`config.mk`:
```
export PLATFORM = sky130hd
export DESIGN_NAME = decode_scan_sequencer_flat
export DESIGN_NICKNAME = d
export VERILOG_FILES = /design/src/rtl/scan_pkg.sv /design/src/rtl/decode_scan_sequencer_if.sv /design/src/rtl/scan_dwell_timer.sv /design/src/rtl/decode_scan_sequencer.sv /design/src/flat_wrapper.sv
export SDC_FILE = /design/constraint.sdc
export NUM_CORES = 1
export LEC_CHECK = 0
export ABC_AREA = 1
export BUFFER_PORTS_ARGS = -buffer_cell sky130_fd_sc_hd__buf_2
export CAP_MARGIN = 20
export CORE_MARGIN = 1
export CORE_UTILIZATION = 30
export CTS_CLUSTER_DIAMETER = 60
export DETAILED_ROUTE_END_ITERATION = 8
export REMOVE_ABC_BUFFERS = 1
export SYNTH_ARGS = -nofsm -noshare
export SYNTH_HDL_FRONTEND = slang
export SYNTH_HIERARCHICAL = 1
export SYNTH_SLANG_ARGS = --single-unit
```
`constraint.sdc`:
```
create_clock -name clk -period 3.6 [get_ports clk]
set_input_delay 0.18 -clock clk [delete_from_list [all_inputs] [get_ports clk]]
set_output_delay 0.18 -clock clk [all_outputs]
set_load 0.1 [all_outputs]
```
`src/rtl/scan_pkg.sv`:
```
// Shared types and constants for the decoder row-scan sequencer.
package scan_pkg;

    localparam int ROW_W     = 3;
    localparam int DWELL_DEF = 16;
    localparam int BLANK_DEF = 2;

    typedef enum logic [1:0] {
        S_IDLE,
        S_DRIVE,
        S_BLANK
    } state_t;

endpackage

```
`src/rtl/decode_scan_sequencer_if.sv`:
```
// Control and decoder-select bundle between the scan sequencer and its controller.
interface decode_scan_sequencer_if;

    logic start;
    logic stop;
    logic A;
    logic B;
    logic C;
    logic row_en;
    logic busy;
    logic frame_done;

    modport master (
        output start, stop,
        input  A, B, C, row_en, busy, frame_done
    );

    modport slave (
        input  start, stop,
        output A, B, C, row_en, busy, frame_done
    );

endinterface

```
`src/rtl/scan_dwell_timer.sv`:
```
// Interval counter with loadable terminal count; wraps to 0 on the cycle it reports done.
module scan_dwell_timer #(
    parameter int W = 4
) (
    input  logic         clk,
    input  logic         rst,
    input  logic         clr,
    input  logic         en,
    input  logic [W-1:0] tc,
    output logic         done
);

    logic [W-1:0] count;

    assign done = en && (count == tc);

    always_ff @(posedge clk) begin
        if (rst || clr) begin
            count <= '0;
        end else if (en) begin
            count <= done ? '0 : count + 1'b1;
        end
    end

endmodule

```
`src/rtl/decode_scan_sequencer.sv`:
```
// Row-scan sequencer driving the 3-to-8 decoder selects with a per-row dwell.
// Define SCAN_BLANK_EN to insert a blanked gap between rows.
module decode_scan_sequencer
    import scan_pkg::*;
#(
    parameter int DWELL    = DWELL_DEF,
    parameter int BLANK    = BLANK_DEF,
    parameter int LAST_ROW = 7
) (
    input logic                     clk,
    input logic                     rst,
    decode_scan_sequencer_if.slave  bus
);

    localparam int TW = $clog2((DWELL > BLANK) ? DWELL : BLANK) + 1;
    localparam logic [TW-1:0]    DWELL_TC = TW'(DWELL - 1);
    localparam logic [ROW_W-1:0] LAST     = ROW_W'(LAST_ROW);
`ifdef SCAN_BLANK_EN
    localparam logic [TW-1:0]    BLANK_TC = TW'(BLANK - 1);
`endif

    state_t           state, state_n;
    logic [ROW_W-1:0] row, row_n;
    logic             en_q, en_n;
    logic             busy_q, busy_n;
    logic             fd_q, fd_n;
    logic             pend, pend_n;
    logic [TW-1:0]    tc;
    logic             t_done;

`ifdef SCAN_BLANK_EN
    assign tc = (state == S_BLANK) ? BLANK_TC : DWELL_TC;
`else
    assign tc = DWELL_TC;
`endif

    scan_dwell_timer #(.W(TW)) u_timer (
        .clk  (clk),
        .rst  (rst),
        .clr  (state == S_IDLE),
        .en   (state != S_IDLE),
        .tc   (tc),
        .done (t_done)
    );

    always_ff @(posedge clk) begin
        if (rst) begin
            state  <= S_IDLE;
            row    <= '0;
            en_q   <= 1'b0;
            busy_q <= 1'b0;
            fd_q   <= 1'b0;
            pend   <= 1'b0;
        end else begin
            state  <= state_n;
            row    <= row_n;
            en_q   <= en_n;
            busy_q <= busy_n;
            fd_q   <= fd_n;
            pend   <= pend_n;
        end
    end

    always_comb begin
        state_n = state;
        row_n   = row;
        en_n    = en_q;
        busy_n  = busy_q;
        fd_n    = 1'b0;
        pend_n  = pend;
        case (state)
            S_IDLE: begin
                if (bus.start) begin
                    state_n = S_DRIVE;
                    row_n   = '0;
                    en_n    = 1'b1;
                    busy_n  = 1'b1;
                    pend_n  = 1'b0;
                end
            end
            S_DRIVE: begin
                pend_n = pend | bus.stop;
                if (t_done) begin
                    fd_n = (row == LAST);
                    if (pend) begin
                        state_n = S_IDLE;
                        row_n   = '0;
                        en_n    = 1'b0;
                        busy_n  = 1'b0;
                        pend_n  = 1'b0;
                    end else begin
                        // Next row index is presented while blanked so the decoder settles dark.
                        row_n = (row == LAST) ? '0 : row + 1'b1;
`ifdef SCAN_BLANK_EN
                        state_n = S_BLANK;
                        en_n    = 1'b0;
`endif
                    end
                end
            end
`ifdef SCAN_BLANK_EN
            S_BLANK: begin
                pend_n = pend | bus.stop;
                if (t_done) begin
                    state_n = S_DRIVE;
                    en_n    = 1'b1;
                end
            end
`endif
            default: state_n = S_IDLE;
        endcase
    end

    assign {bus.A, bus.B, bus.C} = row;
    assign bus.row_en            = en_q;
    assign bus.busy              = busy_q;
    assign bus.frame_done        = fd_q;

endmodule
```
`src/flat_wrapper.sv`:
```
// flat-port wrapper written by rule: the top's interface ports become plain ports
module decode_scan_sequencer_flat import scan_pkg::*;
#(
    parameter int DWELL    = DWELL_DEF,
    parameter int BLANK    = BLANK_DEF,
    parameter int LAST_ROW = 7
)
  (clk, rst, bus_start, bus_stop, bus_A, bus_B, bus_C, bus_row_en, bus_busy, bus_frame_done);
  decode_scan_sequencer_if bus_i ();
  input logic clk;
  input logic rst;
  input wire logic [$bits(bus_i.start)-1:0] bus_start;
  input wire logic [$bits(bus_i.stop)-1:0] bus_stop;
  output wire logic [$bits(bus_i.A)-1:0] bus_A;
  output wire logic [$bits(bus_i.B)-1:0] bus_B;
  output wire logic [$bits(bus_i.C)-1:0] bus_C;
  output wire logic [$bits(bus_i.row_en)-1:0] bus_row_en;
  output wire logic [$bits(bus_i.busy)-1:0] bus_busy;
  output wire logic [$bits(bus_i.frame_done)-1:0] bus_frame_done;
  assign bus_i.start = bus_start;
  assign bus_i.stop = bus_stop;
  assign bus_A = bus_i.A;
  assign bus_B = bus_i.B;
  assign bus_C = bus_i.C;
  assign bus_row_en = bus_i.row_en;
  assign bus_busy = bus_i.busy;
  assign bus_frame_done = bus_i.frame_done;
  decode_scan_sequencer #(.DWELL(DWELL), .BLANK(BLANK), .LAST_ROW(LAST_ROW)) u_core (.clk(clk), .rst(rst), .bus(bus_i));
endmodule
```
==> Word level (Yosys, flattened, before mapping) <==
Index checks and enable logic that the tools add are counted.
{ "totals": {"regBits": 13, "input_bits": 4, "out_inout_bits": 6, "word_cells": 45} }
{ "op_classes": {"add_sub_neg": 2, "eq_ne": 6, "mux": 18, "bitwise_logic": 3, "reduce_logical": 10} }
{ "ops": {"columns": ["op", "n"], "rows": [
  ["$mux 3", 4],
  ["$mux 1", 6],
  ["$mux 2", 3],
  ["$pmux 3 s2", 1],
  ["$reduce_and 3->1", 2],
  ["$add 5x1->5 const B", 1],
  ["$eq 5x4->1 const B", 1],
  ["$mux 5", 1],
  ["$ne 2x2->1 const B", 2],
  ["$pmux 1 s2", 2],
  ["$pmux 2 s2", 1],
  ["$reduce_and 4->1", 1],
  ["$reduce_bool 2->1", 2],
  ["$add 3x1->3 const B", 1],
  ["$eq 3x3->1 const B", 1],
  ["$reduce_or 3->1", 1],
  ["$eq 2x1->1 const B", 1],
  ["$logic_not 2->1", 1],
  ["$ne 2x1->1 const B", 1],
  ["$not 1->1", 2],
  ["$reduce_and 2->1", 1],
  ["$logic_and 1x1->1", 1],
  ["$logic_or 1x1->1", 1],
  ["$or 1x1->1", 1]
]} }

==> Longest topological paths before layout <==
Gate-level depths: netlist of run 1.
{ "depth": {"depth_word": 5, "mapped_depth": 11} }

==> By module <==
Netlist of run 1, hierarchy kept.
{ "modules_own_cells": {"columns": ["mod", "instances", "cells_each", "area_each_um2", "seq_area_each_um2"], "rows": [
  ["scan_dwell_timer", 1, 59, 359.1, 100.1],
  ["decode_scan_sequencer", 1, 54, 332.8, 120.1]
]} }

==> Worst setup path before layout of run 1 <==
No wires, ideal clock.
{ "synth_path": {"path_type": "reg-to-reg", "start": "register, netlist name u_core/bus.busy", "end": "register u_core.row[1]", "setup_ns": 0.113, "arrival_ns": 2.008, "slack_ns": 1.479, "path_stages_with_launch": 11, "path_buffers": 1, "path_cell_list": "dfxtp_1 buf_6 nand2_1 nor2_2 nand3_2 inv_1 inv_1 nand2_1 nand2_1 nor2_1 nor2_1"} }
{ "synth_lines": {"columns": ["element", "line", "source"], "rows": [
  ["end signal: assignment", "decode_scan_sequencer.sv:56", "row <= row_n;"],
  ["end: declaration", "decode_scan_sequencer.sv:23", "logic [ROW_W-1:0] row, row_n;"]
]} }

==> results of run 1 <==
layout make-up:
class	instances	area (µm²)
multi-input cells	82	385
repair buffers	9	45.0
clock buffers	4	26.3
well taps	28	35.0
fillers	245	1390
flip-flops and latches	11	220
inverters	25	93.8
worst min-delay path by stage:
| stage | start | to | slack (ns) | cells after the start |
|---|---|---|---|---|
| after global placement | rst | u_core/bus.busy | 0.38 | 2 |
| after floorplan | rst | u_core/bus.busy | 0.25 | 1 |
| after CTS | rst | u_core/bus.busy | 0.1 | 2 |
| after detailed placement | rst | u_core/bus.busy | 0.39 | 2 |
| after global routing | rst | u_core/bus.busy | 0.11 | 2 |
| final | rst | u_core/bus.busy | 0.10 | 2 |
metal layers:
| metal | global-route usage (%) | vias up | wire length (µm) |
|---|---|---|---|
| li1 | - | 362 | - |
| met1 | 12.9 | 245 | 603 |
| met2 | 18.0 | 8 | 554 |
| met3 | 2.78 | 0 | 36 |
| met4 | 2.86 | 0 | 0 |
| met5 | 0 | - | 0 |
sequential cells by signal, indices dropped and copies added (netlist names):
name,flops
u_core/bus.busy,1
u_core/u_timer/count,5
u_core/row,3
u_core/pend,1
u_core/bus.frame_done,1
power groups by stage:
stage / clock [mW] / sequential, mW / combinational, mW
floorplan: 0 / 0.168 / 0.0294
global placement: 0 / 0.136 / 0.0728
detailed placement: 0 / 0.136 / 0.0725
CTS: 0.0869 / 0.134 / 0.0727
global route: 0.0932 / 0.135 / 0.0795
finish: 0.0835 / 0.134 / 0.0726
cell families (layout without fill, tap and decap cells):
logic type                 Yosys count  after routing  share of synthesized area, %
xor gates and xnor gates             1              1                          1.27
buffers and inverters               27             38                          16.3
DFF                                 11             11                          31.8
other                                2              9                          1.09
AOI/OAI and AO/OA                    7              7                          5.06
adders and majority gates            3              3                          5.43
and+or+nand+nor                     62             62                          39.1
worst max-delay path: stages, from the launching register on:
cell and delay [ns]:
dfxtp_1 0.63, nand2_1 0.12, nor2_2 0.13, nand3_2 0.13, inv_1 0.13, inv_1 0.06
nand2_1 0.05, nand2_1 0.09, nor2_1 0.12, nor2_1 0.05
cell usage in the layout, fill, tap and decap left out, types with 2 or more instances in the layout:
master,count
a21oi_1,5
buf_2,9
clkbuf_4,3
conb_1,9
dfxtp_1,11
ha_1,3
inv_1,22
inv_2,3
nand2_1,33
nand3_1,7
nand4_1,3
nor2_1,14
nor2_2,2
o21ai_0,2
metrics by stage:
stage               area [µm²]  std cells  utilization (%)  power, mW  setup WS, ns
detailed placement         779        155             35.6      0.209          2.02
CTS                        806        159             36.8      0.293          1.99
finish                     806        159             36.8      0.290          1.98
floorplan                  699        118                -      0.198         0.773
global placement           779        155             35.6      0.209          2.05
global route               806        159             36.8      0.307          1.83
==> reports/results.ini, run 1 <==
[drt]
drcViolationCount=0
antenna_left=0
dr.first_iter.drc_count=13
avgViaCountPerCell=3.87
drt-total-wl_mm=1.19
vias=615
wl_per_cell_um=7.51
first_pass_iters=4

[cts]
clock_path_buffers=2
cts_hold_buf=0
cts-resized-gates=0
cts_tree=built
clkSinkCount=11
cts_setup_buffers=0
root_buffer=clkbuf_4
cts_buffers=3
path_clk_slew_ns=0.08
worstSkewPairLatency_ns=0.26
cts_max_level=1

[min_path]
hp-class=in -> reg

[sta]
worst_hold_slack_ns=0.102
fin_worst_skew_ns=0.00817
slew_violations=0
rsz0062_at_grt=false
min_period_over_period_pct=45.1
timing.fmax_mhz=616
final.setup.tns_ns=0
period_needed_ns=1.62
hold_viol_final=0
setup_viol=0

[yosys]
synthArstFlopShare_pct=0
avgSynthCellArea_um2=6.12
yosysWarnings=6
ys_top_cells_by_count=nand2_1, inv_1, nor2_1
yosysSeqAreaShare_pct=31.8
synth.area.top_cells=dfxtp_1, nand2_1, inv_1
synth.distinct_cells=18
ys_ff_latch=11
netlist_instances=113
post-synth-top-count-cell=nand2_1
netlist_area_um2=692
synth_edf_count=0
synth_top_area_share_pct=31.8
yosysTopAreaCell=dfxtp_1
ys.flop_type=dfxtp_1

[job]
maxCapViolCount=0

[worst_setup_path]
arrival_ns=1.78
r2r_end=u_core/row[2]
startpoint=u_core/bus.busy
r2r_slack_ns=1.98
crit_path_end_kind=flop
cp_data_required_time_ns=3.76
critPathCapture=u_core/row[2]
crit_type=reg -> reg
cp-start-kind=flop
cp_max_fo=17
reg2reg_depth=9
rr_startpoint=u_core/bus.busy

[floorplanning]
rows=17
coreArea_um2=2190
dieArea_um2=2500
start_util_pct=31.6
fp.dieW_um=50.0
die_h_um=50.0
io_pins=10

[pwr]
p_per_area_nw_per_um2=360
swShare_pct=35.9
p_leak_nw=0.447
ir_drop_mv=0.194
p_seq_share_pct=46.1
intPower_mw=0.186
p_comb_share_pct=25.1
clockPowerShare_pct=28.8
netSwitchingPower_mw=0.104

[layout]
area_growth_pct=16.5
diodes=0
nets=139
drive_above_1_share_pct=14.5

[place]
place_hpwl_um=972
portBuffers=9
gp_routability_congestion=0.764

[grt]
grt_pass1_vias=533
antenna_found_initial=0
grt_max_degree=18
grt_usage_pct=10.6
overflow=0
grt_pass1_wl_mm=2.06

[status]
status=completed

No activity file was read; power rests on OpenSTA's default activity.
==> run 2, diff against run 1 <==
- clock period: 3.6 -> 1.35 ns (I/O delays scaled with it)
==> run 2 against run 1 <==
Compared with the run above: clock-buffer cell count did not move; die area did not move; combinational power rose to 3.3 times the previous value; clock skew fell by 0.0040 ns; design area rose by 12%; via count rose by 7.8%; critical path type unchanged; total power rose to 2.8 times the previous value.
==> reports/results.ini, run 2 (same netlist as run 1, synthesis figures left out) <==
[place]
place_hpwl_um=996  ; +2.5%
portBuffers=9  ; unchanged
placed_cells=161  ; +3.9%
gp_routability_congestion=0.758  ; -0.81%

[layout]
top_register=u_core/u_timer/count
multi_input_area_um2=393  ; +1.9%
diodes=0  ; unchanged
top_regs=u_core/u_timer/count (5), u_core/row (3)
area_growth_pct=30.6
largest_reg_flops=5  ; unchanged
nets=146  ; +5.0%
drive_above_1_share_pct=21.7  ; +7.2 points
seq_area_um2=225  ; +2.3%
final_core_util_pct=41.2  ; +4.5 points
fillers=228  ; -6.9%
most-common-layout-cells=nand2_1, inv_1, nor2_1
final_common_cell=nand2_1
final_cells=166  ; +4.4%

[floorplanning]
dieArea_um2=2500  ; unchanged
die_h_um=50.0  ; unchanged
fp.dieW_um=50.0  ; unchanged
start_util_pct=31.6  ; unchanged
rows=17  ; unchanged
coreArea_um2=2190  ; unchanged
io_pins=10  ; unchanged

[drt]
drcViolationCount=0  ; unchanged
wl_per_cell_um=8.22  ; +9.5%
first_pass_iters=4  ; unchanged
drt-total-wl_mm=1.37  ; +14%
dr.first_iter.drc_count=11  ; -2
avgViaCountPerCell=3.99  ; +3.3%
antenna_left=0  ; unchanged
vias=663  ; +7.8%

[cts]
clkSinkCount=11  ; unchanged
path_clk_slew_ns=0.07  ; about the same
root_buffer=clkbuf_4
cts_max_level=1  ; unchanged
cts_buffers=3  ; unchanged
worstSkewPairLatency_ns=0.27  ; about the same
cts_tree=built
clock_path_buffers=2  ; unchanged

[pwr]
ir_drop_mv=0.572  ; +190%
p_leak_nw=0.492  ; +10%
p_per_area_nw_per_um2=893  ; +150%

[worst_setup_path]
crit_type=reg -> reg
cp_data_required_time_ns=1.51  ; -2.25 ns
cp_max_fo=5  ; -12
reg2reg_depth=11  ; +2
cp-start-kind=flop
crit_path_end_kind=flop
arrival_ns=1.43  ; -0.35 ns

[sta]
min_period_over_period_pct=93.9  ; +49 points
setup_viol=0  ; unchanged
slew_violations=0  ; unchanged
hold_viol_final=0  ; unchanged
fin_worst_skew_ns=0.00421  ; -0.00397 ns
timing.fmax_mhz=789  ; +28%
period_needed_ns=1.27  ; -0.355 ns

[job]
maxCapViolCount=0  ; unchanged

[grt]
antenna_found_initial=0  ; unchanged
grt_pass1_wl_mm=2.24  ; +9.0%
overflow=0  ; unchanged
grt_pass1_vias=565  ; +6.0%
grt_usage_pct=11.5  ; +0.89 points
grt_max_degree=17  ; -1

[status]
status=completed

[min_path]
holdPathStages=4  ; +2
hp-class=in -> reg

[run 2: cell types whose count changed in the layout (fill, tap and decap cells not counted)]
cell,before,now
dfxtp_2,0,4
nand3_2,1,0
nand3_4,0,1
dfxtp_1,11,7
buf_2,9,7
inv_2,3,4
inv_1,22,21
buf_4,0,6
buf_12,0,2
dlygate4sd3_1,0,1
[run 2: worst max-delay path, cell delays in order (launching register included)]
cell,delay [ns]
dfxtp_2,0.34
inv_2,0.04
nand2_1,0.04
nand2_1,0.05
nor2_2,0.16
nand3_4,0.12
inv_2,0.09
inv_1,0.05
nand2_1,0.05
nand2_1,0.08
nor2_1,0.10
nor2_1,0.05
[run 2: power by group]
part / leakage [nW] / switching, mW / internal, mW / total [mW]
Sequential: 0.0916 / 0.00813 / 0.337 / 0.346
Combinational: 0.386 / 0.169 / 0.0666 / 0.236
Clock: 0.0150 / 0.112 / 0.114 / 0.226
[run 2: stage by stage]
step                power (mW)  setup TNS, ns  cell area (µm²)  hold slack [ns]  setup WS (ns)
finish                   0.807              0              903            0.102         0.0824
global route             0.856        -0.0412              903            0.118        -0.0242
CTS                      0.817              0              891           0.0935         0.0483
detailed placement       0.583              0              855            0.283         0.0713
global placement         0.582              0              855            0.280         0.0594
floorplan                0.527         -15.28              699            0.137          -1.48
[run 2: layer usage]
metal	global-route usage (%)	up-vias	wire [µm]
met2	18.4	13	624
met5	0	-	0
met1	15.0	275	699
li1	-	375	-
met3	2.78	0	41
met4	3.33	0	0
[run 2: final timing paths]
check                          startpoint                       to  slack, ns
setup / recovery  u_core/u_timer/count[2]            u_core/row[2]       0.08
hold / removal                  bus_start              u_core/pend       0.10
setup reg to reg  u_core/u_timer/count[2]            u_core/row[2]       0.08
hold reg to reg   u_core/u_timer/count[4]  u_core/u_timer/count[4]       0.49
[run 2: layout make-up]
type / count / area share, %
multi-input combinational: 82 / 43.5
sequential: 11 / 24.9
inverter: 25 / 10.4
timing repair buffer: 16 / 14.4
tap: 28 / 3.88
clock buffer: 4 / 2.91
[run 2: what timing repair did]
item                       4_1_cts  5_1_grt
hold endpoints to repair         2        0
setup buffers                    0        0
resized for setup                0        6
hold buffers                     1        0
setup endpoints to repair        0        6
==> run 3, diff against run 2 <==
- PLACE_DENSITY: unset -> 0.55
- SLEW_MARGIN: unset -> 20
==> run 3 against run 2 <==
Compared with the run above: register-to-register slack improved by 0.03 ns; clock-buffer cell count unchanged; critical path type unchanged; combinational power fell by 3%.
==> reports/results.ini, run 3 (same netlist as run 1, synthesis figures left out) <==
[worst_setup_path]
reg2reg_depth=11  ; unchanged
crit_type=reg -> reg
r2r_end=u_core/row[2]
arrival_ns=1.39  ; -0.04 ns
cp-start-kind=flop
cp_max_fo=4  ; -1
cp_data_required_time_ns=1.50  ; about the same
crit_path_end_kind=flop
rr_startpoint=u_core/u_timer/count[0]
r2r_slack_ns=0.11  ; +0.03 ns

[sta]
rsz0062_at_grt=false
worst_hold_slack_ns=0.0141  ; -0.0880 ns
period_needed_ns=1.24  ; -0.0296 ns
timing.fmax_mhz=808  ; +2.4%
fin_worst_skew_ns=0.00151  ; -0.00269 ns
min_period_over_period_pct=91.7  ; -2.2 points
slew_violations=0  ; unchanged
hold_viol_final=0  ; unchanged
setup_viol=0  ; unchanged

[drt]
first_pass_iters=4  ; unchanged
antenna_left=0  ; unchanged
drt-total-wl_mm=1.24  ; -9.5%
wl_per_cell_um=7.44  ; -9.5%
dr.first_iter.drc_count=9  ; -2
avgViaCountPerCell=3.96  ; -0.90%
drcViolationCount=0  ; unchanged
vias=657  ; -0.90%

[grt]
grt_usage_pct=11.1  ; -0.41 points
grt_pass1_wl_mm=2.19  ; -2.1%
overflow=0  ; unchanged
grt_pass1_vias=584  ; +3.4%
antenna_found_initial=0  ; unchanged
use_met1_pct=14.2  ; -0.83 points
globalRouteMet2Util_pct=18.9  ; +0.44 points
grt_max_degree=17  ; unchanged
grt_util_met3_pct=1.85  ; -0.93 points
grt.busiest_layer=met2

[place]
gp_routability_congestion=0.763  ; +0.67%
placed_cells=162  ; +0.62%
place_hpwl_um=991  ; -0.48%
portBuffers=9  ; unchanged

[min_path]
holdPathEnd=u_core/pend
min_from=rst
hp-class=in -> reg
holdPathStages=2  ; -2

[pwr]
ir_drop_mv=0.439  ; -23%
total_power_mw=0.793  ; -1.7%
p_leak_nw=0.489  ; -0.71%
p_per_area_nw_per_um2=892  ; about the same

[layout]
drive_above_1_share_pct=19.6  ; -2.2 points
diodes=0  ; unchanged
top_regs=u_core/u_timer/count (5), u_core/row (3)
final_cells=166  ; unchanged
final_common_cell=nand2_1
most-common-layout-cells=nand2_1, inv_1, nor2_1
nets=146  ; unchanged
fillers=239  ; +4.8%
area_growth_pct=28.4
largest_reg_flops=5  ; unchanged
top_register=u_core/u_timer/count

[floorplanning]
start_util_pct=31.6  ; unchanged
coreArea_um2=2190  ; unchanged
io_pins=10  ; unchanged
fp.dieW_um=50.0  ; unchanged
rows=17  ; unchanged
dieArea_um2=2500  ; unchanged
die_h_um=50.0  ; unchanged

[cts]
path_clk_slew_ns=0.07  ; about the same
cts_buffers=3  ; unchanged
worstSkewPairLatency_ns=0.26  ; about the same
cts_tree=built
clock_path_buffers=2  ; unchanged
cts_max_level=1  ; unchanged
cts_hold_buf=0  ; -1
clkSinkCount=11  ; unchanged
root_buffer=clkbuf_4

[status]
status=completed

[job]
maxCapViolCount=0  ; unchanged

-- run 3: critical path: stages, from the launching register on --
cell and delay, ns:
dfxtp_1 0.34, inv_2 0.03, nand2_1 0.04, nand2_1 0.05, nor2_2 0.12, nand3_2 0.10
inv_2 0.09, inv_1 0.05, nand2_1 0.05, nand2_1 0.08, nor2_1 0.13, nor2_1 0.06
-- run 3: worst max path at each step --
| stage | endpoint | slack [ns] | startpoint | depth (start not counted) |
|---|---|---|---|---|
| 6_report | u_core/row[2] | 0.11 | u_core/u_timer/count[0] | 11 |
| 5_1_grt | u_core/u_timer/count[1] | 0.002 | u_core/bus.busy | 5 |
| 4_1_cts | u_core/row[2] | 0.08 | u_core/u_timer/count[2] | 11 |
| 3_5_place_dp | u_core/row[2] | 0.1 | u_core/u_timer/count[0] | 11 |
| 3_3_place_gp | u_core/row[2] | 0.08 | u_core/u_timer/count[0] | 11 |
| 2_1_floorplan | u_core/row[0] | -1.48 | u_core/bus.busy | 8 |
-- run 3: layout make-up --
type,instances,area [µm²],area share [%]
repair buffers,16,128,14.4
well taps,28,35.0,3.94
clock buffers,4,26.3,2.96
multi-input cells,82,385,43.4
flip-flops and latches,11,220,24.8
inverters,25,93.8,10.6
-- run 3: timing repair --
item | in CTS | in global routing
setup endpoints to repair | 0 | 3
resized for setup | 0 | 1
hold endpoints to repair | 0 | 0
setup buffers | 0 | 0
-- run 3: routing by layer --
metal | vias up | wire (µm) | share of wire, %
met2 | 8 | 569 | 46
met1 | 271 | 626 | 51
met3 | 0 | 39 | 3.2
met5 | - | 0 | 0
met4 | 0 | 0 | 0
li1 | 378 | - | -
-- run 3: where the power goes --
part / total, mW / internal [mW] / leakage (nW) / switching, mW
clock network: 0.217 / 0.114 / 0.0150 / 0.103
logic: 0.230 / 0.0650 / 0.384 / 0.165
registers: 0.346 / 0.337 / 0.0896 / 0.00834
total: 0.793 / 0.516 / 0.489 / 0.277
-- run 3: per-stage QoR --
stage	utilization [%]	instance area, µm²	setup WS, ns	setup TNS, ns
floorplan	-	699	-1.48	-15.28
global route	40.5	888	0.00234	0
CTS	40.5	888	0.0762	0
finish	40.5	888	0.112	0
global placement	39.3	862	0.0789	0
detailed placement	39.3	862	0.0955	0
